## config.mk

```make
export PLATFORM = sky130hd
export DESIGN_NAME = alu_issue_queue
export DESIGN_NICKNAME = d
export VERILOG_FILES = /design/src/rtl/alu_issue_queue_pkg.sv /design/src/rtl/alu_issue_queue_prio_sel.sv /design/src/rtl/alu_issue_queue.sv
export SDC_FILE = /design/constraint.sdc
export NUM_CORES = 2
export LEC_CHECK = 0
export CAP_MARGIN = 20
export CORE_ASPECT_RATIO = 0.5
export CORE_MARGIN = 10
export CORE_UTILIZATION = 40
export DETAILED_ROUTE_END_ITERATION = 8
export MAX_ROUTING_LAYER = met4
export PLACE_DENSITY = 0.64
export SLEW_MARGIN = 20
export SYNTH_ARGS = -nofsm -noshare
export SYNTH_HDL_FRONTEND = slang
export SYNTH_SLANG_ARGS = --single-unit
```

## constraint.sdc

```tcl
create_clock -name clk -period 2.4 [get_ports clk]
set_input_delay 0.36 -clock clk [delete_from_list [all_inputs] [get_ports clk]]
set_output_delay 0.36 -clock clk [all_outputs]
set_load 0.005 [all_outputs]
```

## src/rtl/alu_issue_queue_pkg.sv

```systemverilog
// rtl/alu_issue_queue_pkg.sv - shared sizing and constants for the ALU issue queue
package alu_issue_queue_pkg;

    localparam int RS_SIZE = 8;
    localparam int ROB_W   = 4;
    localparam int DATA_W  = 32;
    localparam int OP_W    = 6;
    localparam int IDX_W   = (RS_SIZE > 1) ? $clog2(RS_SIZE) : 1;

    localparam logic              TRUE      = 1'b1;
    localparam logic              FALSE     = 1'b0;
    localparam logic [DATA_W-1:0] ZERO_DATA = '0;

endpackage

```

## src/rtl/alu_issue_queue_prio_sel.sv

```systemverilog
// rtl/alu_issue_queue_prio_sel.sv - lowest-index fixed-priority selector
module prio_sel #(
    parameter int N     = 8,
    parameter int IDX_W = (N > 1) ? $clog2(N) : 1
) (
    input  logic [N-1:0]     req,
    output logic [N-1:0]     grant,
    output logic [IDX_W-1:0] idx,
    output logic             any
);

    // scan upward; the first set request wins and blocks later ones
    always_comb begin
        grant = '0;
        idx   = '0;
        any   = 1'b0;
        for (int i = 0; i < N; i++) begin
            if (req[i] && !any) begin
                grant[i] = 1'b1;
                idx      = IDX_W'(i);
                any      = 1'b1;
            end
        end
    end

endmodule

```

## src/rtl/alu_issue_queue.sv

```systemverilog
// rtl/alu_issue_queue.sv - reservation station and issue scheduler for the integer ALU
module alu_issue_queue
    import alu_issue_queue_pkg::*;
(
    input  logic              clk,
    input  logic              rst_n,
    input  logic              rdy,
    input  logic              has_misbranch,
    input  logic              dispatch_valid,
    input  logic [OP_W-1:0]   dispatch_op,
    input  logic [DATA_W-1:0] dispatch_imm,
    input  logic [31:0]       dispatch_pc,
    input  logic [4:0]        dispatch_shamt,
    input  logic [ROB_W-1:0]  dispatch_rd_robnum,
    input  logic              dispatch_rs1_ready,
    input  logic              dispatch_rs2_ready,
    input  logic [DATA_W-1:0] dispatch_rs1_val,
    input  logic [DATA_W-1:0] dispatch_rs2_val,
    input  logic [ROB_W-1:0]  dispatch_rs1_tag,
    input  logic [ROB_W-1:0]  dispatch_rs2_tag,
    output logic              rs_full,
    input  logic              cdb_alu_valid,
    input  logic              cdb_lsb_valid,
    input  logic [ROB_W-1:0]  cdb_alu_robnum,
    input  logic [ROB_W-1:0]  cdb_lsb_robnum,
    input  logic [DATA_W-1:0] cdb_alu_data,
    input  logic [DATA_W-1:0] cdb_lsb_data,
    output logic              has_to_alu,
    output logic [OP_W-1:0]   alu_op,
    output logic [DATA_W-1:0] alu_imm,
    output logic [31:0]       alu_pc,
    output logic [4:0]        alu_shamt,
    output logic [ROB_W-1:0]  alu_rd_robnum,
    output logic [DATA_W-1:0] alu_rs1_oprand,
    output logic [DATA_W-1:0] alu_rs2_oprand
);

    logic [RS_SIZE-1:0] valid;
    logic [OP_W-1:0]    e_op    [RS_SIZE];
    logic [DATA_W-1:0]  e_imm   [RS_SIZE];
    logic [31:0]        e_pc    [RS_SIZE];
    logic [4:0]         e_shamt [RS_SIZE];
    logic [ROB_W-1:0]   e_rd    [RS_SIZE];
    logic [RS_SIZE-1:0] e_rs1_rdy;
    logic [RS_SIZE-1:0] e_rs2_rdy;
    logic [DATA_W-1:0]  e_rs1_val [RS_SIZE];
    logic [DATA_W-1:0]  e_rs2_val [RS_SIZE];
    logic [ROB_W-1:0]   e_rs1_tag [RS_SIZE];
    logic [ROB_W-1:0]   e_rs2_tag [RS_SIZE];

    logic [RS_SIZE-1:0] ready_vec;
    logic [RS_SIZE-1:0] issue_grant;
    logic [IDX_W-1:0]   issue_idx;
    logic               issue_any;
    logic [RS_SIZE-1:0] free_grant;
    logic [IDX_W-1:0]   free_idx;
    logic               free_any;
    logic               do_dispatch;

    logic [RS_SIZE-1:0] wake_rs1_rdy;
    logic [RS_SIZE-1:0] wake_rs2_rdy;
    logic [DATA_W-1:0]  wake_rs1_val [RS_SIZE];
    logic [DATA_W-1:0]  wake_rs2_val [RS_SIZE];
    logic               disp_rs1_rdy;
    logic               disp_rs2_rdy;
    logic [DATA_W-1:0]  disp_rs1_val;
    logic [DATA_W-1:0]  disp_rs2_val;

    // an operand that is still waiting takes the broadcast value on a tag hit; ALU bus first
    function automatic logic [DATA_W:0] resolve(
        input logic              op_ready,
        input logic [DATA_W-1:0] op_val,
        input logic [ROB_W-1:0]  op_tag
    );
        if (op_ready)
            return {TRUE, op_val};
        else if (cdb_alu_valid && cdb_alu_robnum == op_tag)
            return {TRUE, cdb_alu_data};
        else if (cdb_lsb_valid && cdb_lsb_robnum == op_tag)
            return {TRUE, cdb_lsb_data};
        else
            return {FALSE, op_val};
    endfunction

    assign rs_full     = &valid;
    assign ready_vec   = valid & e_rs1_rdy & e_rs2_rdy;
    assign do_dispatch = dispatch_valid && free_any;

    prio_sel #(.N(RS_SIZE), .IDX_W(IDX_W)) u_issue_sel (
        .req   (ready_vec),
        .grant (issue_grant),
        .idx   (issue_idx),
        .any   (issue_any)
    );

    prio_sel #(.N(RS_SIZE), .IDX_W(IDX_W)) u_free_sel (
        .req   (~valid),
        .grant (free_grant),
        .idx   (free_idx),
        .any   (free_any)
    );

    // operand values each entry and the incoming op would hold after this edge's broadcasts
    always_comb begin
        for (int i = 0; i < RS_SIZE; i++) begin
            {wake_rs1_rdy[i], wake_rs1_val[i]} = resolve(e_rs1_rdy[i], e_rs1_val[i], e_rs1_tag[i]);
            {wake_rs2_rdy[i], wake_rs2_val[i]} = resolve(e_rs2_rdy[i], e_rs2_val[i], e_rs2_tag[i]);
        end
        {disp_rs1_rdy, disp_rs1_val} = resolve(dispatch_rs1_ready, dispatch_rs1_val, dispatch_rs1_tag);
        {disp_rs2_rdy, disp_rs2_val} = resolve(dispatch_rs2_ready, dispatch_rs2_val, dispatch_rs2_tag);
    end

    // queue state and issue register: flush beats issue, wakeup and dispatch; rdy low freezes all
    always_ff @(posedge clk or negedge rst_n) begin
        if (!rst_n) begin
            valid          <= '0;
            e_rs1_rdy      <= '0;
            e_rs2_rdy      <= '0;
            has_to_alu     <= FALSE;
            alu_op         <= '0;
            alu_imm        <= ZERO_DATA;
            alu_pc         <= '0;
            alu_shamt      <= '0;
            alu_rd_robnum  <= '0;
            alu_rs1_oprand <= ZERO_DATA;
            alu_rs2_oprand <= ZERO_DATA;
            for (int i = 0; i < RS_SIZE; i++) begin
                e_op[i]      <= '0;
                e_imm[i]     <= ZERO_DATA;
                e_pc[i]      <= '0;
                e_shamt[i]   <= '0;
                e_rd[i]      <= '0;
                e_rs1_val[i] <= ZERO_DATA;
                e_rs2_val[i] <= ZERO_DATA;
                e_rs1_tag[i] <= '0;
                e_rs2_tag[i] <= '0;
            end
        end else if (rdy) begin
            if (has_misbranch) begin
                valid      <= '0;
                has_to_alu <= FALSE;
            end else begin
                valid      <= (valid & ~issue_grant) | (do_dispatch ? free_grant : '0);
                has_to_alu <= issue_any;
                if (issue_any) begin
                    alu_op         <= e_op[issue_idx];
                    alu_imm        <= e_imm[issue_idx];
                    alu_pc         <= e_pc[issue_idx];
                    alu_shamt      <= e_shamt[issue_idx];
                    alu_rd_robnum  <= e_rd[issue_idx];
                    alu_rs1_oprand <= e_rs1_val[issue_idx];
                    alu_rs2_oprand <= e_rs2_val[issue_idx];
                end
                for (int i = 0; i < RS_SIZE; i++) begin
                    if (valid[i]) begin
                        e_rs1_rdy[i] <= wake_rs1_rdy[i];
                        e_rs1_val[i] <= wake_rs1_val[i];
                        e_rs2_rdy[i] <= wake_rs2_rdy[i];
                        e_rs2_val[i] <= wake_rs2_val[i];
                    end
                end
                if (do_dispatch) begin
                    e_op[free_idx]      <= dispatch_op;
                    e_imm[free_idx]     <= dispatch_imm;
                    e_pc[free_idx]      <= dispatch_pc;
                    e_shamt[free_idx]   <= dispatch_shamt;
                    e_rd[free_idx]      <= dispatch_rd_robnum;
                    e_rs1_rdy[free_idx] <= disp_rs1_rdy;
                    e_rs1_val[free_idx] <= disp_rs1_val;
                    e_rs1_tag[free_idx] <= dispatch_rs1_tag;
                    e_rs2_rdy[free_idx] <= disp_rs2_rdy;
                    e_rs2_val[free_idx] <= disp_rs2_val;
                    e_rs2_tag[free_idx] <= dispatch_rs2_tag;
                end
            end
        end
    end

endmodule

```

==> results.md <==
Synthesis:
- The mux cell area share after synthesis is 0.1537.
- After technology mapping, the gate count stands at 7333.
- The number of flops mapped to enable cells by yosys is 0.
- Of all flip-flops after synthesis, the portion carrying an async set or reset was 1.000.
- The number of warning messages in the yosys log is 0.
- The main combinational cell family by area after synthesis is compound AO/OA/AOI/OAI gates.
- The simple-gate portion of the synthesized area is 0.1070.
- The area share of the largest cell type after synthesis is 0.4607.
- Of the total synthesized cell area, the portion taken by XOR and XNOR cells is 0.01688.
- The most frequently used cell type in the post-synthesis netlist is dfrtp_1.
- A synthesized cell averages 10.19 µm².
- Yosys attributes the largest share of cell area to dfrtp_1 46%, mux2_2 8.7%, nand2_1 6.8%.
- The synthesized netlist contains 81 unique library cells.
- The number of nets in the synthesized netlist is between 7000 and 8000.
- Of the synthesized area, sequential elements account for 0.4607.
- The adder and majority gate portion of the synthesized area is 0.
- Of all cell types, the one taking the most synthesized area is dfrtp_1.
- Counting instances in the post-synthesis netlist gives the leading cell types as 1376 x dfrtp_1, 1360 x nand2_1, 576 x mux2_2.
- The netlist area before placement is 0.07474 mm².
- The synthesized design contains around 1400 register bits.
- The share of the synthesized area in compound gates (AO/OA/AOI/OAI) came to 0.2005.
- The leading register cell type out of synthesis is dfrtp_1.

Finish:
- The final layout contains 8250 nets.
- The proportion of layout cells with a drive suffix above 1 is 0.2447.
- The area of all placed cells without fillers is 0.09526 mm².
- The synthesis-to-finish area growth is 27.46%.
- The utilization after layout is 0.5119.

CTS:
- The later pin in the worst-skew pair is clocked with a latency of 820 ps.
- The CTS H-tree depth is 4.
- The clock tree buffer depth is 3.
- The library cell used as clock root buffer is clkbuf_16.
- The TritonCTS clock tree is yes.
- TritonCTS created 141 clock buffers.
- The clock sink count is around 1400.
- The clock-pin slew on the worst setup and hold paths is ~70 ps.

Placed design:
- The global placement routability congestion is 0.9735.
- The estimated wirelength of the detail-placed design is slightly above 200000 µm.
- The cell area after placement is 0.08869 mm².
- The count of input and output buffers is approximately 380.

Timing:
- The final number of max-transition violations is 0.
- The slew at the pin closest to its max-slew limit is between 600 and 700 ps.
- The final number of hold-violating endpoints came to 0.
- Setup repair after global routing could not meet its margin everywhere.
- The final clock skew is approximately 37 ps.
- Of the available clock period, the critical path in the final layout requires 1.039.
- The worst slew margin relative to its limit is 0.5747.
- The setup slack after layout is -94.21 ps.
- Setup violations remaining at the end of the flow were counted as 35.
- The fmax is ~0.40 GHz.
- The worst path in the final design needs a cycle of 2494 ps, including I/O delays and setup.

Outcome:
- The flow ran to the end, but the final reports show violations.
- The final reports fail on design-rule violations, negative setup slack.

Worst setup path:
- The number of cells on the worst reg-to-reg path is 10.
- The critical path endpoint category is a flip-flop.
- The largest stage delay on the critical path is a little under 400 ps.
- The critical path goes through buf_6, nand3_4, a211oi_4, o21a_4, buf_12, buf_16, buf_12, mux2_4, o211ai_1, o211ai_1.
- The worst setup path is launched from a flip-flop.
- The standard cell with the maximum stage delay on the critical path is dfrtp_1.
- The required time at the endpoint of the critical path is slightly above 3000 ps.
- Along the worst path, the maximum fanout reaches 8.
- The critical path is of the flip-flop to flip-flop type.
- The data arrival at the endpoint of the critical path is about 3200 ps.
- In this run the critical register-to-register path is captured at alu_rs1_oprand[21].
- The register-to-register setup slack is -90 ps.
- The startpoint of the worst register-to-register path is valid[6].

Die:
- After floorplanning, the core was divided into 112 placement rows.
- The die is 631.3 µm wide.
- The total die area is between 0.2 and 0.25 mm².
- For this configuration, the core starts out at a cell density of 0.4016.
- The core region is 0.1861 mm².
- The top-level I/O count is 377.
- The overall die height is roughly 330 µm.

Routing:
- Dividing the detail-routed wire length by the instance count gives around 29 µm.
- The sum of routed wire length over all layers is slightly above 300000 µm.
- The total DRC errors in the routed layout is 15.
- Dividing the detail-routed via count by the number of cells gives between 6 and 7.
- For this run, the detailed router's first-pass iteration total came to 9.
- The count of routing violations after the opening detailed-route iteration is about 9300.
- Once detail routing completed, the nets flagged for antenna violations numbered 0.
- The number of vias in the routed layout is roughly 67000.

Global route:
- The layer flagged by global routing as most heavily used is met2.
- The first global-routing pass estimated approximately 440000 µm of wire.
- The via count of the first global-routing pass is roughly 66000.
- For met1 alone, demand over resource in global routing was 0.3625.
- The total grt overflow is 0.
- In the global route stage, met3 resource usage came out at 0.05121.
- The total global routing track utilization is 0.2873.
- The met2 track utilization from global routing is 0.4344.
- Entering global routing, the biggest net connects between 90 and 100 pins.
- The number of antenna violations at the first check in global routing is 24.

Run:
- The tool flagged a number of max-cap violations equal to 0.

Power and ir drop:
- The total power density per cell area is between 700 and 800 mW/mm².
- Across the VDD grid, the largest voltage drop is slightly above 0.8 mV.
- Summed over all cells, the static leakage comes to 43.03 nW.
- The post-layout total power is ~67 mW.

Hold path:
- The worst hold path belongs to the class input port to asynchronous set/reset pin.
==> cell families (layout without fill, tap and decap cells) <==
kind of cell              after synthesis  count (layout)
buffers and inverters                1036            1827
muxes                                1072            1072
DFF                                  1376            1376
xor gates and xnor gates              144             144
other                                   0              22
and+or+nand+nor                      1899            1899
AOI/OAI and AO/OA                    1806            1806
==> how the worst max path moves through the flow <==
stage                             start  slack (ps)  depth (start not counted)                  to
floorplan                      valid[5]         160                          9           e_pc[218]
global route                   valid[6]        -110                         11  alu_rs1_oprand[28]
CTS                            valid[5]         -80                          6             rs_full
detailed placement  dispatch_rs2_tag[3]        -710                         10      e_rs2_val[209]
global placement    dispatch_rs2_tag[3]        -640                         11      e_rs2_val[158]
finish                         valid[6]         -90                         10  alu_rs1_oprand[21]
==> repair_timing <==
action	4_1_cts	5_1_grt
pin swaps	15	55
setup buffers	20	25
resized for setup	48	141
setup endpoints to repair	141	177
endpoints found under the hold margin	573	0
hold buffers	1	0
cloned	6	20
==> area by class of cell <==
cell class	count	area [µm²]
multi-input cells	4921	36500
well taps	2508	3138
fillers	16664	90840
clock buffers	209	4238
clock inverters	40	446.7
inverters	276	1036
repair buffers	1302	15410
diodes	22	55.05
flip-flops and latches	1376	34440
==> sequential cells by signal, summed over array words and instances, names as in the netlist, 32 cells and up <==
register and cells:
alu_pc 32, e_op 48, e_rs2_val 256, e_rd 32, alu_rs2_oprand 32, e_pc 256, alu_imm 32, e_rs2_tag 32
e_rs1_val 256, e_shamt 40, e_rs1_tag 32, alu_rs1_oprand 32, e_imm 256
==> per-layer routing <==
metal	part of all wire	vias to the layer above
li1	-	28351
met1	0.40	33484
met2	0.45	3912
met3	0.091	971
met4	0.066	0
met5	0	-
==> per-stage QoR <==
| stage | hold slack [ps] | setup WS (ps) | std cells | TNS (ps) |
|---|---|---|---|---|
| final | 70.67 | -94.21 | 10654 | -1180 |
| after global placement | 244.7 | -641.5 | 10315 | -407390 |
| after global routing | 75.00 | -105.8 | 10653 | -3196 |
| after detailed placement | 245.3 | -711.6 | 10315 | -423080 |
| after floorplan | 64.41 | 157.6 | 7333 | 0 |
| after CTS | 36.74 | -81.28 | 10591 | -622.8 |
==> placed cells by master (no fill, tap or decap), drive strengths merged, types with 28 or more instances in the layout <==
cell,count
dfrtp,1376
nand2,1360
buf,909
mux2,603
mux2i,469
o21ai,374
clkdlybuf4s50,373
inv,281
o211ai,276
nor3,252
a221oi,252
a222oi,230
clkbuf,228
a211o,110
xor2,101
nor2,99
o211a,79
nand3,75
a211oi,62
o221a,62
o22ai,49
xnor2,43
nand3b,36
a22oi,36
o31a,33
o221ai,33
o31ai,32
a22o,30
a221o,29
clkinv,28
==> critical path: cells and delay by family, from the launching register on <==
family,cells,cell delay [ps]
muxes,1,310
DFF,1,390
AOI/OAI and AO/OA,4,960
buffers and inverters,4,610
and+or+nand+nor,1,80
==> where the power goes <==
group	internal [mW]	total (mW)	switching (mW)
clock	12.8	22.9	10.0
combinational	7.34	14.8	7.43
sequential	26.8	29.2	2.40
total	47.0	66.8	19.9
(Power assumes the default switching activity.)
